--- config.mk ---
export PLATFORM = sky130hd
export DESIGN_NAME = trng_apb_fetch_m03_flat
export DESIGN_NICKNAME = d
export VERILOG_FILES = /design/src/rtl/trng_apb_fetch_m03_pkg.sv /design/src/rtl/trng_apb_fetch_m03_if.sv /design/src/rtl/trng_rnd_fifo.sv /design/src/rtl/trng_apb_fetch_m03.sv /design/src/flat_wrapper.sv
export SDC_FILE = /design/constraint.sdc
export NUM_CORES = 1
export LEC_CHECK = 0
export BUFFER_PORTS_ARGS = -buffer_cell sky130_fd_sc_hd__buf_2
export CAP_MARGIN = 10
export CORE_UTILIZATION = 25
export CTS_CLUSTER_DIAMETER = 40
export DETAILED_ROUTE_END_ITERATION = 7
export REMOVE_ABC_BUFFERS = 1
export SYNTH_ARGS = -nofsm -noshare
export SYNTH_HDL_FRONTEND = slang
export SYNTH_HIERARCHICAL = 1
export SYNTH_SLANG_ARGS = --single-unit
--- constraint.sdc ---
create_clock -name pclk_03 -period 2.8 [get_ports pclk_03]
set_input_delay 0.28 -clock pclk_03 [delete_from_list [all_inputs] [get_ports pclk_03]]
set_output_delay 0.28 -clock pclk_03 [all_outputs]
set_load 0.02 [all_outputs]
--- src/rtl/trng_apb_fetch_m03_pkg.sv ---
// Shared definitions for the TRNG APB fetch block.
//   APB bus widths, TRNG register map (STATUS/DATA offsets, ready bit),
//   fetch FSM state encoding and a saturating 8-bit increment helper.
package trng_apb_fetch_m03_pkg;

  localparam int APB_ADDR_WIDTH   = 32;
  localparam int APB_DATA_WIDTH   = 32;
  localparam int APB_STROBE_WIDTH = 4;

  localparam logic [APB_ADDR_WIDTH-1:0] STATUS_ADDR = 32'h0000_0000;
  localparam logic [APB_ADDR_WIDTH-1:0] DATA_ADDR   = 32'h0000_0004;
  localparam int                        READY_BIT   = 0;

  typedef enum logic [2:0] {
    IDLE,
    ST_SETUP,
    ST_ACCESS,
    DT_SETUP,
    DT_ACCESS
  } fetch_state_t;

  function automatic logic [7:0] sat_inc8(input logic [7:0] v);
    return (v == 8'hFF) ? v : v + 8'd1;
  endfunction

endpackage

--- src/rtl/trng_apb_fetch_m03_if.sv ---
// APB bus between the fetch master and the TRNG wrapper slave.
//   master: drives paddr/pwdata/pprot/psel/penable/pwrite/pstrb,
//           receives pready/pslverr/prdata.
//   slave:  the mirror image.
interface trng_apb_fetch_m03_if;
  import trng_apb_fetch_m03_pkg::*;

  logic [APB_ADDR_WIDTH-1:0]   paddr_03;
  logic [APB_DATA_WIDTH-1:0]   pwdata_03;
  logic [2:0]                  pprot_03;
  logic                        psel_03;
  logic                        penable_03;
  logic                        pwrite_03;
  logic [APB_STROBE_WIDTH-1:0] pstrb_03;
  logic                        pready_03;
  logic                        pslverr_03;
  logic [APB_DATA_WIDTH-1:0]   prdata_03;

  modport master (
    output paddr_03, pwdata_03, pprot_03, psel_03, penable_03, pwrite_03, pstrb_03,
    input  pready_03, pslverr_03, prdata_03
  );

  modport slave (
    input  paddr_03, pwdata_03, pprot_03, psel_03, penable_03, pwrite_03, pstrb_03,
    output pready_03, pslverr_03, prdata_03
  );

endinterface

--- src/rtl/trng_rnd_fifo.sv ---
// Synchronous random-word FIFO with a registered head word.
//   clk, rst   : clock, asynchronous active-high reset
//   push       : write push_data (ignored when full)
//   pop        : drop the head word (ignored when empty)
//   head       : registered head word, stable until popped
//   valid      : FIFO non-empty
//   level      : occupancy, 0..DEPTH
module trng_rnd_fifo #(
  parameter int DEPTH = 4,
  parameter int DW    = 32
) (
  input  logic                   clk,
  input  logic                   rst,
  input  logic                   push,
  input  logic [DW-1:0]          push_data,
  input  logic                   pop,
  output logic [DW-1:0]          head,
  output logic                   valid,
  output logic [$clog2(DEPTH):0] level
);
  localparam int PW = $clog2(DEPTH);
  localparam int LW = PW + 1;

  logic [DW-1:0] mem [DEPTH];
  logic [PW-1:0] wr_ptr, rd_ptr, rd_ptr_n;
  logic          push_eff, pop_eff;

  assign push_eff = push && (level != LW'(DEPTH));
  assign pop_eff  = pop && (level != '0);
  assign rd_ptr_n = pop_eff ? rd_ptr + PW'(1) : rd_ptr;
  assign valid    = (level != '0);

  always_ff @(posedge clk) begin
    if (push_eff) mem[wr_ptr] <= push_data;
  end

  // The head register is loaded with whatever will sit at rd_ptr next
  // cycle; when that slot is the one being written now, bypass the array.
  always_ff @(posedge clk or posedge rst) begin
    if (rst) begin
      wr_ptr <= '0;
      rd_ptr <= '0;
      level  <= '0;
      head   <= '0;
    end else begin
      rd_ptr <= rd_ptr_n;
      if (push_eff) wr_ptr <= wr_ptr + PW'(1);
      if (push_eff && (wr_ptr == rd_ptr_n)) head <= push_data;
      else                                   head <= mem[rd_ptr_n];
      case ({push_eff, pop_eff})
        2'b10:   level <= level + LW'(1);
        2'b01:   level <= level - LW'(1);
        default: level <= level;
      endcase
    end
  end

endmodule

--- src/rtl/trng_apb_fetch_m03.sv ---
// APB master that polls the TRNG STATUS register, reads DATA when the
// ready bit is set, and buffers the words for a valid/ready consumer.
//   pclk_03, preset_03 : clock, asynchronous active-high reset
//   fetch_en           : keep polling/fetching while high
//   apb                : APB master port (read-only; write side tied to 0)
//   rnd_data/rnd_valid/rnd_ready : random-word stream
//   fifo_level         : buffer occupancy
//   err_cnt            : saturating count of slave errors and timeouts
//   timeout_o          : sticky timeout flag
module trng_apb_fetch_m03
  import trng_apb_fetch_m03_pkg::*;
#(
  parameter int FIFO_DEPTH  = 4,
  parameter int TIMEOUT_CYC = 16
) (
  input  logic                        pclk_03,
  input  logic                        preset_03,
  input  logic                        fetch_en,
  trng_apb_fetch_m03_if.master        apb,
  output logic [APB_DATA_WIDTH-1:0]   rnd_data,
  output logic                        rnd_valid,
  input  logic                        rnd_ready,
  output logic [$clog2(FIFO_DEPTH):0] fifo_level,
  output logic [7:0]                  err_cnt,
  output logic                        timeout_o
);
  localparam int LW = $clog2(FIFO_DEPTH) + 1;
  localparam int TW = $clog2(TIMEOUT_CYC + 1);

  fetch_state_t  state, state_n;
  logic [TW-1:0] tmo_cnt, tmo_cnt_n;
  logic          push, err_evt, tmo_evt;

  // APB outputs decode straight from the state register so an async
  // reset drops psel/penable without waiting for a clock edge.
  assign apb.psel_03    = (state != IDLE);
  assign apb.penable_03 = (state == ST_ACCESS) || (state == DT_ACCESS);
  assign apb.paddr_03   = ((state == ST_SETUP) || (state == ST_ACCESS)) ? STATUS_ADDR :
                          ((state == DT_SETUP) || (state == DT_ACCESS)) ? DATA_ADDR : '0;
  assign apb.pwdata_03  = '0;
  assign apb.pprot_03   = 3'b000;
  assign apb.pwrite_03  = 1'b0;
  assign apb.pstrb_03   = '0;

  always_ff @(posedge pclk_03 or posedge preset_03) begin
    if (preset_03) begin
      state     <= IDLE;
      tmo_cnt   <= '0;
      err_cnt   <= '0;
      timeout_o <= 1'b0;
    end else begin
      state   <= state_n;
      tmo_cnt <= tmo_cnt_n;
      if (err_evt) err_cnt   <= sat_inc8(err_cnt);
      if (tmo_evt) timeout_o <= 1'b1;
    end
  end

  // A fetch only starts with a free FIFO slot, so the DATA push can never
  // meet a full buffer. pready wins over timeout on the last ACCESS cycle.
  always_comb begin
    state_n   = state;
    tmo_cnt_n = tmo_cnt;
    push      = 1'b0;
    err_evt   = 1'b0;
    tmo_evt   = 1'b0;
    case (state)
      IDLE: begin
        if (fetch_en && (fifo_level < LW'(FIFO_DEPTH))) state_n = ST_SETUP;
      end
      ST_SETUP: begin
        tmo_cnt_n = '0;
        state_n   = ST_ACCESS;
      end
      DT_SETUP: begin
        tmo_cnt_n = '0;
        state_n   = DT_ACCESS;
      end
      ST_ACCESS, DT_ACCESS: begin
        if (apb.pready_03) begin
          state_n = IDLE;
          if (apb.pslverr_03)           err_evt = 1'b1;
          else if (state == DT_ACCESS)  push    = 1'b1;
          else if (apb.prdata_03[READY_BIT]) state_n = DT_SETUP;
        end else if (tmo_cnt == TW'(TIMEOUT_CYC - 1)) begin
          tmo_evt = 1'b1;
          err_evt = 1'b1;
          state_n = IDLE;
        end else begin
          tmo_cnt_n = tmo_cnt + TW'(1);
        end
      end
      default: state_n = IDLE;
    endcase
  end

  trng_rnd_fifo #(
    .DEPTH (FIFO_DEPTH),
    .DW    (APB_DATA_WIDTH)
  ) u_fifo (
    .clk       (pclk_03),
    .rst       (preset_03),
    .push      (push),
    .push_data (apb.prdata_03),
    .pop       (rnd_ready),
    .head      (rnd_data),
    .valid     (rnd_valid),
    .level     (fifo_level)
  );

endmodule

--- src/flat_wrapper.sv ---
// flat-port wrapper written by rule: the top's interface ports become plain ports
module trng_apb_fetch_m03_flat import trng_apb_fetch_m03_pkg::*;
#(
  parameter int FIFO_DEPTH  = 4,
  parameter int TIMEOUT_CYC = 16
)
  (pclk_03, preset_03, fetch_en, rnd_data, rnd_valid, rnd_ready, fifo_level, err_cnt, timeout_o, apb_paddr_03, apb_pwdata_03, apb_pprot_03, apb_psel_03, apb_penable_03, apb_pwrite_03, apb_pstrb_03, apb_pready_03, apb_pslverr_03, apb_prdata_03);
  trng_apb_fetch_m03_if apb_i ();
  input  logic pclk_03;
  input  logic preset_03;
  input  logic fetch_en;
  output logic [APB_DATA_WIDTH-1:0] rnd_data;
  output logic rnd_valid;
  input  logic rnd_ready;
  output logic [$clog2(FIFO_DEPTH):0] fifo_level;
  output logic [7:0] err_cnt;
  output logic timeout_o;
  output wire logic [$bits(apb_i.paddr_03)-1:0] apb_paddr_03;
  output wire logic [$bits(apb_i.pwdata_03)-1:0] apb_pwdata_03;
  output wire logic [$bits(apb_i.pprot_03)-1:0] apb_pprot_03;
  output wire logic [$bits(apb_i.psel_03)-1:0] apb_psel_03;
  output wire logic [$bits(apb_i.penable_03)-1:0] apb_penable_03;
  output wire logic [$bits(apb_i.pwrite_03)-1:0] apb_pwrite_03;
  output wire logic [$bits(apb_i.pstrb_03)-1:0] apb_pstrb_03;
  input wire logic [$bits(apb_i.pready_03)-1:0] apb_pready_03;
  input wire logic [$bits(apb_i.pslverr_03)-1:0] apb_pslverr_03;
  input wire logic [$bits(apb_i.prdata_03)-1:0] apb_prdata_03;
  assign apb_paddr_03 = apb_i.paddr_03;
  assign apb_pwdata_03 = apb_i.pwdata_03;
  assign apb_pprot_03 = apb_i.pprot_03;
  assign apb_psel_03 = apb_i.psel_03;
  assign apb_penable_03 = apb_i.penable_03;
  assign apb_pwrite_03 = apb_i.pwrite_03;
  assign apb_pstrb_03 = apb_i.pstrb_03;
  assign apb_i.pready_03 = apb_pready_03;
  assign apb_i.pslverr_03 = apb_pslverr_03;
  assign apb_i.prdata_03 = apb_prdata_03;
  trng_apb_fetch_m03 #(.FIFO_DEPTH(FIFO_DEPTH), .TIMEOUT_CYC(TIMEOUT_CYC)) u_core (.pclk_03(pclk_03), .preset_03(preset_03), .fetch_en(fetch_en), .apb(apb_i), .rnd_data(rnd_data), .rnd_valid(rnd_valid), .rnd_ready(rnd_ready), .fifo_level(fifo_level), .err_cnt(err_cnt), .timeout_o(timeout_o));
endmodule
==> results.yml, run 1 <==
run_status:
  outcome: "finished clean"
global_routing:
  overflow: 0
  grt_max_degree: 99
  grt_pass1_vias: 6336
  grt_pass1_wl_um: 34260
  grt_usage: 0.1201
  grt_antenna_before_repair: 4
synthesis:
  synth_seq_cells: 184
  netlist_top_cells_area: "edfxtp_1 (43%), dfrtp_1 (16%), nor3_1 (7.3%)"
  async_flop_share: 0.3043
  postSynthCellCount: 897
  syn_avg_cell_area_um2: 10.06
  yosysSeqAreaShare: 0.5813
  synth-simple-area-share: 0.2196
  synth_compound_area_frac: 0.07321
  synth-xor-area-share: 0.01345
  synth_common_cells: "nor2_1 (135), nor3_1 (132), edfxtp_1 (128), o21ai_0 (102), buf_4 (71)"
  synth_cell_types: 55
  synth_top_family_by_area: "simple AND/OR/NAND/NOR gates"
  yosysWarnings: 6
  synth_top_area_cell: "edfxtp_1"
  synth_ff_type: "edfxtp_1"
  netlist.area_leader.share: 0.4260
  yosysMostFrequentCell: "nor2_1"
  synthMuxAreaShare: 0.006794
  synth_edf_count: 128
  synth_adder_area_share: 0.01331
  syn_area_mm2: 0.009024
power_and_ir_drop:
  intPower_uw: 5654
  switching_share: 0.4060
  power_density_mw_per_mm2: 913.8
  power.static_leakage_uw: 0.003829
  power_frac_seq: 0.374
  vdd.ir_drop.worst_mv: 0.4431
  combPwrFrac: 0.370
  power_frac_clock: 0.256
  switching_power_uw: 3865
  total_power_uw: 9519
floorplan:
  rows: 69
  core_mm2: 0.03557
  io_pins: 157
  die_area_mm2: 0.03686
  die_w_um: 192.0
  die_h_um: 192.0
  start_util: 0.2537
clock_tree:
  cts_root_buf: "clkbuf_16"
  cts_made_buffers: 17
  cts_buffer_depth: 2
  ctsHtreeMaxLevel: 4
  cts_tree: "done"
  insertion_delay_ns: 0.44
  cts_setup_buffers: 0
  cts_sinks: 184
  clkTransAtPathRegs_ns: 0.08
timing:
  worstMarginPinSlew_ns: 1.015
  max_freq_mhz: 406.2
  period_minus_slack_ns: 2.462
  hold_viol: 0
  drv_slew: 0
  post-route-period-util: 0.8793
  clock-skew-final_ns: 0.01124
  setup-violations-final: 0
  max-slew-margin-rel: 0.3224
  rsz0062_at_grt: "no"
place:
  port_buffers: 85
  dp_hpwl_um: 12980
  dp_cells: 1401
  placed_area_mm2: 0.009796
  place_congestion: 0.8164
worst_setup_path:
  cp_slowest_cell: "dfrtp_1"
  worstPathMaxFanout: 10
  crit_type: "reg -> reg"
  cp.arrival_ns: 2.78
  critPathTopFamily: "simple AND/OR/NAND/NOR gates"
  path_cells: "nor2_1 > nand2_1 > nor3_1 > o31a_1 > inv_1 > ha_1 > inv_1 > fa_1 > xor2_1 > nor2_1 > xnor2_1"
  cp-end-kind: "flip-flop"
  critPathMaxStageDelay_ns: 0.50
  path_buf_inv: 2
  cp_data_required_time_ns: 3.12
  start_kind: "flip-flop"
finish:
  final_cell_area_mm2: 0.01042
  drive_gt1_frac: 0.1614
  layoutNonFillerInstCount: 1437
  final_nets: 1007
  area_growth_pct: 15.43
  fillerInstances: 3689
detailed_routing:
  first_pass_iters: 5
  num_vias: 6667
  vias_per_cell: 4.640
  ant_nets: 0
  wire_per_inst_um: 15.06
  route.detailed.drc: 0
  drt_iter0_markers: 367
  wl_um: 21650
run:
  maxCapViolCount: 0
min_path:
  hold_class: "in -> reg"
## layout make-up
class | instances | area [µm²] | share of cell area
multi-input cells | 637 | 3236 | 0.3106
flip-flops and latches | 184 | 5245 | 0.5035
inverters | 15 | 57.56 | 0.005526
clock buffers | 18 | 429.2 | 0.04120
clock inverters | 14 | 173.9 | 0.01670
diodes | 3 | 7.507 | 0.0007207
repair buffers | 105 | 690.7 | 0.06631
well taps | 461 | 576.8 | 0.05538
## worst paths after layout
kind	from	to	slack, ns	cells past startpoint
min in group asynchronous	preset_03	u_core/tmo_cnt[1]	0.52	3
hold / removal	apb_prdata_03[16]	u_core/u_fifo/mem[3][16]	0.07	1
max in group asynchronous	preset_03	u_core/u_fifo/head[3]	1.50	3
setup reg to reg	u_core/state[1]	u_core/u_fifo/level[2]	0.34	11
setup / recovery	u_core/state[1]	u_core/u_fifo/level[2]	0.34	11
hold reg to reg	u_core/timeout_o	u_core/timeout_o	0.49	1
## power by group through the flow
stage | Sequential [µW] | Clock, µW | Combinational, µW
floorplan | 3940 | 0 | 1920
global placement | 3630 | 0 | 3450
detailed placement | 3630 | 0 | 3540
CTS | 3580 | 2510 | 3550
global route | 3620 | 2610 | 3920
finish | 3560 | 2440 | 3520
## timing repair
action / 4_1_cts / 5_1_grt
resized for setup: 0 / 0
hold endpoints to repair: 17 / 0
hold buffers: 1 / 0
## per-stage QoR
step	worst slack (ns)	hold slack, ns	utilization	setup TNS (ns)
after floorplan	-2.885	0.2061	-	-97.98
after global placement	0.4301	0.4515	0.2754	0
after detailed placement	0.3709	0.4597	0.2754	0
after CTS	0.3310	0.05100	0.2926	0
after global routing	0.1622	0.04700	0.2927	0
final	0.3380	0.07038	0.2928	0
## registers in the layout, summed over array words and instances, names as in the netlist
signal / count
u_core/tmo_cnt: 5
u_core/u_fifo/wr_ptr: 2
u_core/u_fifo/head: 32
u_core/state: 3
u_core/u_fifo/level: 3
u_core/u_fifo/mem: 128
u_core/u_fifo/rd_ptr: 2
u_core/timeout_o: 1
u_core/err_cnt: 8
## layer usage
metal	GRT usage	up-vias	wire, µm
met5	0	-	12
met4	0.04149	2	378
met3	0.03472	23	1422
met2	0.1940	218	10320
met1	0.1528	3235	9516
li1	-	3189	-
## layout by cell type (no fill, tap or decap), types with 3 or more instances in the layout
cell and count:
nor2_1 135, nor3_1 132, edfxtp_1 128, o21ai_0 102, buf_2 85, conb_1 71, dfrtp_1 56, nand2_1 46
nand3_1 37, nor4_1 32, clkbuf_16 17, inv_1 13, buf_4 10, buf_12 9, xnor2_1 8, ha_1 8
nand4_1 6, a21oi_1 6, clkinv_8 5, xor2_1 4, and2_2 4, diode_2 3, inv_8 3, inv_6 3
and3_1 3, o21ai_1 3, or4_1 3
## worst register-to-register path, cell delays in order (launching register included)
cell and delay, ns:
dfrtp_1 0.50, nor2_1 0.18, nand2_1 0.11, nor3_1 0.24
o31a_1 0.35, inv_1 0.14, ha_1 0.25, inv_1 0.07
fa_1 0.17, xor2_1 0.15, nor2_1 0.06, xnor2_1 0.12
## kinds of logic (layout without fill, tap and decap cells)
kind of cell,Yosys count,after routing
AO/OA/AOI/OAI,121,121
XOR/XNOR,13,13
adder cells (fa/ha/maj),9,9
buffers and inverters,146,152
flip-flops,184,184
multiplexers,5,5
other,1,74
AND/OR/NAND/NOR,418,418
No activity file was read; power rests on OpenSTA's default activity.
==> run 2: changes to the inputs <==
Settings changed: CORE_ASPECT_RATIO set to 1.1, CORE_MARGIN set to 2, MAX_ROUTING_LAYER set to met4.
==> run 2 against run 1 <==
First-iteration DRC count grew 43%. Cell area up 0.19%. Sequential cell count did not move. Clock power is 2% lower. Sequential power about the same. Register-to-register slack improved by 0.18 ns. Sequential share of layout area is 0.097 points lower. Critical path depth shrank 5. Hold slack improved by 0.0038 ns. Wire length grew 1.6%. Power shrank 0.90%. Critical path type unchanged. Critical endpoint is now u_core/u_fifo/head[25].
==> results.yml, run 2 (synthesis gave the netlist of run 1 again) <==
run_status:
  outcome: "finished clean"
clock_tree:
  ctsHtreeMaxLevel: 4
  cts_root_buf: "clkbuf_16"
  insertion_delay_ns: 0.43
  ctsResizeCount: 0
  cts_made_buffers: 17
  clkTransAtPathRegs_ns: 0.08
  cts_buffer_depth: 2
  cts_sinks: 184
  cts_tree: "done"
global_routing:
  grt_max_degree: 99
  grt_pass1_vias: 6215
  overflow: 0
  grt_antenna_before_repair: 5
  grt_usage: 0.1217
  grt_pass1_wl_um: 34240
worst_setup_path:
  cp_slowest_cell: "or4_1"
  crit_type: "reg -> reg"
  cp-end-kind: "flip-flop"
  cp.arrival_ns: 2.58
  critPathMaxStageDelay_ns: 0.54
  start_kind: "flip-flop"
  path_cells: "o31ai_4 > clkinv_2 > or4_1 > a41oi_4 > buf_12 > o21ai_0"
  r2r_setup_slack_ns: 0.51
  worstPathMaxFanout: 64
  cp_data_required_time_ns: 3.09
timing:
  worstMarginPinSlew_ns: 0.7744
  fin_ws_ns: 0.5134
  clock-skew-final_ns: 0.01668
  holdWs_ns: 0.07417
  hold_viol: 0
  period_minus_slack_ns: 2.287
  max_freq_mhz: 437.3
  max-slew-margin-rel: 0.4830
  setup-violations-final: 0
  rsz0062_at_grt: "no"
  drv_slew: 0
  post-route-period-util: 0.8167
finish:
  final_nets: 1009
  layout_common_cells: "nor2_1 (135), nor3_1 (132), edfxtp_1 (128)"
  layout.cells.most_common: "nor2_1"
  reg_top3: "u_core/u_fifo/mem: 128 flops, u_core/u_fifo/head: 32 flops, u_core/err_cnt: 8 flops"
  top_register: "u_core/u_fifo/mem"
  largest_reg_flops: 128
  drive_gt1_frac: 0.1631
  layoutNonFillerInstCount: 1459
  area_growth_pct: 15.65
  fillerInstances: 3647
floorplan:
  rows: 72
  core_mm2: 0.03540
  start_util: 0.2549
  io_pins: 157
  die_w_um: 185.1
  die_area_mm2: 0.03763
  die_h_um: 203.3
power_and_ir_drop:
  power_density_mw_per_mm2: 903.9
  vdd.ir_drop.worst_mv: 0.5080
  power.static_leakage_uw: 0.003834
run:
  maxCapViolCount: 0
detailed_routing:
  drt_iter0_markers: 525
  wire_per_inst_um: 15.07
  ant_nets: 0
  first_pass_iters: 5
  vias_per_cell: 4.557
  num_vias: 6648
  wl_um: 21990
  route.detailed.drc: 0
place:
  dp_cells: 1423
  dp_hpwl_um: 13230
  port_buffers: 85
  dpl_worst_slack_ns: 0.4930
  place_congestion: 0.7984
min_path:
  hold_class: "in -> reg"
run 2: cell count changes in the layout (fill, tap and decap cells not counted), sizes merged:
| cell | delta |
|---|---|
| clkinv | -2 |
| buf | +2 |
| inv | +2 |
run 2: worst max-delay path: cells and delay by family, from the launching register on:
family | cells | cell delay, ns
AND/OR/NAND/NOR | 1 | 0.54
buffers and inverters | 2 | 0.45
AO/OA/AOI/OAI | 3 | 0.69
flip-flops | 1 | 0.44
run 2: through the flow:
stage	setup TNS [ns]	util	area [µm²]	power, µW
global placement	0	0.2778	9836	7068
detailed placement	0	0.2778	9836	7157
global route	0	0.2948	10440	10070
finish	0	0.2948	10440	9433
floorplan	-97.98	-	8513	5860
CTS	0	0.2946	10430	9559
run 2: metal layers:
| layer | vias to the layer above | global-route usage | share of wire |
|---|---|---|---|
| met5 | - | - | 0 |
| met4 | 0 | 0.03146 | 0.0091 |
| met3 | 18 | 0.02893 | 0.067 |
| met2 | 240 | 0.2002 | 0.50 |
| met1 | 3202 | 0.1504 | 0.43 |
| li1 | 3188 | - | - |
run 2: what timing repair did:
| item | CTS | global route |
|---|---|---|
| hold endpoints to repair | 17 | 0 |
| hold buffers | 1 | 0 |
| setup buffers | 0 | 0 |
run 2: report_power, final:
group | switching (µW) | leakage (µW) | internal (µW)
Combinational | 2360 | 0.00174 | 1130
Sequential | 277 | 0.00181 | 3290
Clock | 1170 | 0.000282 | 1200
run 2: final timing paths:
| check | startpoint | endpoint | cells past startpoint |
|---|---|---|---|
| setup / recovery | u_core/u_fifo/level[1] | u_core/u_fifo/head[25] | 6 |
| hold / removal | apb_prdata_03[2] | u_core/u_fifo/mem[2][2] | 1 |
| setup reg to reg | u_core/u_fifo/level[1] | u_core/u_fifo/head[25] | 6 |
| hold reg to reg | u_core/timeout_o | u_core/timeout_o | 1 |
| max in group asynchronous | preset_03 | u_core/u_fifo/head[30] | 4 |
| min in group asynchronous | preset_03 | u_core/tmo_cnt[0] | 3 |
run 2: cell type report:
type / count / area, µm² / share of cell area
flip-flops and latches: 184 / 5245 / 0.5026
multi-input cells: 637 / 3236 / 0.3100
repair buffers: 107 / 705.7 / 0.06762
well taps: 481 / 601.8 / 0.05767
clock buffers: 18 / 429.2 / 0.04112
clock inverters: 14 / 153.9 / 0.01475
inverters: 15 / 57.56 / 0.005515
diodes: 3 / 7.507 / 0.0007193
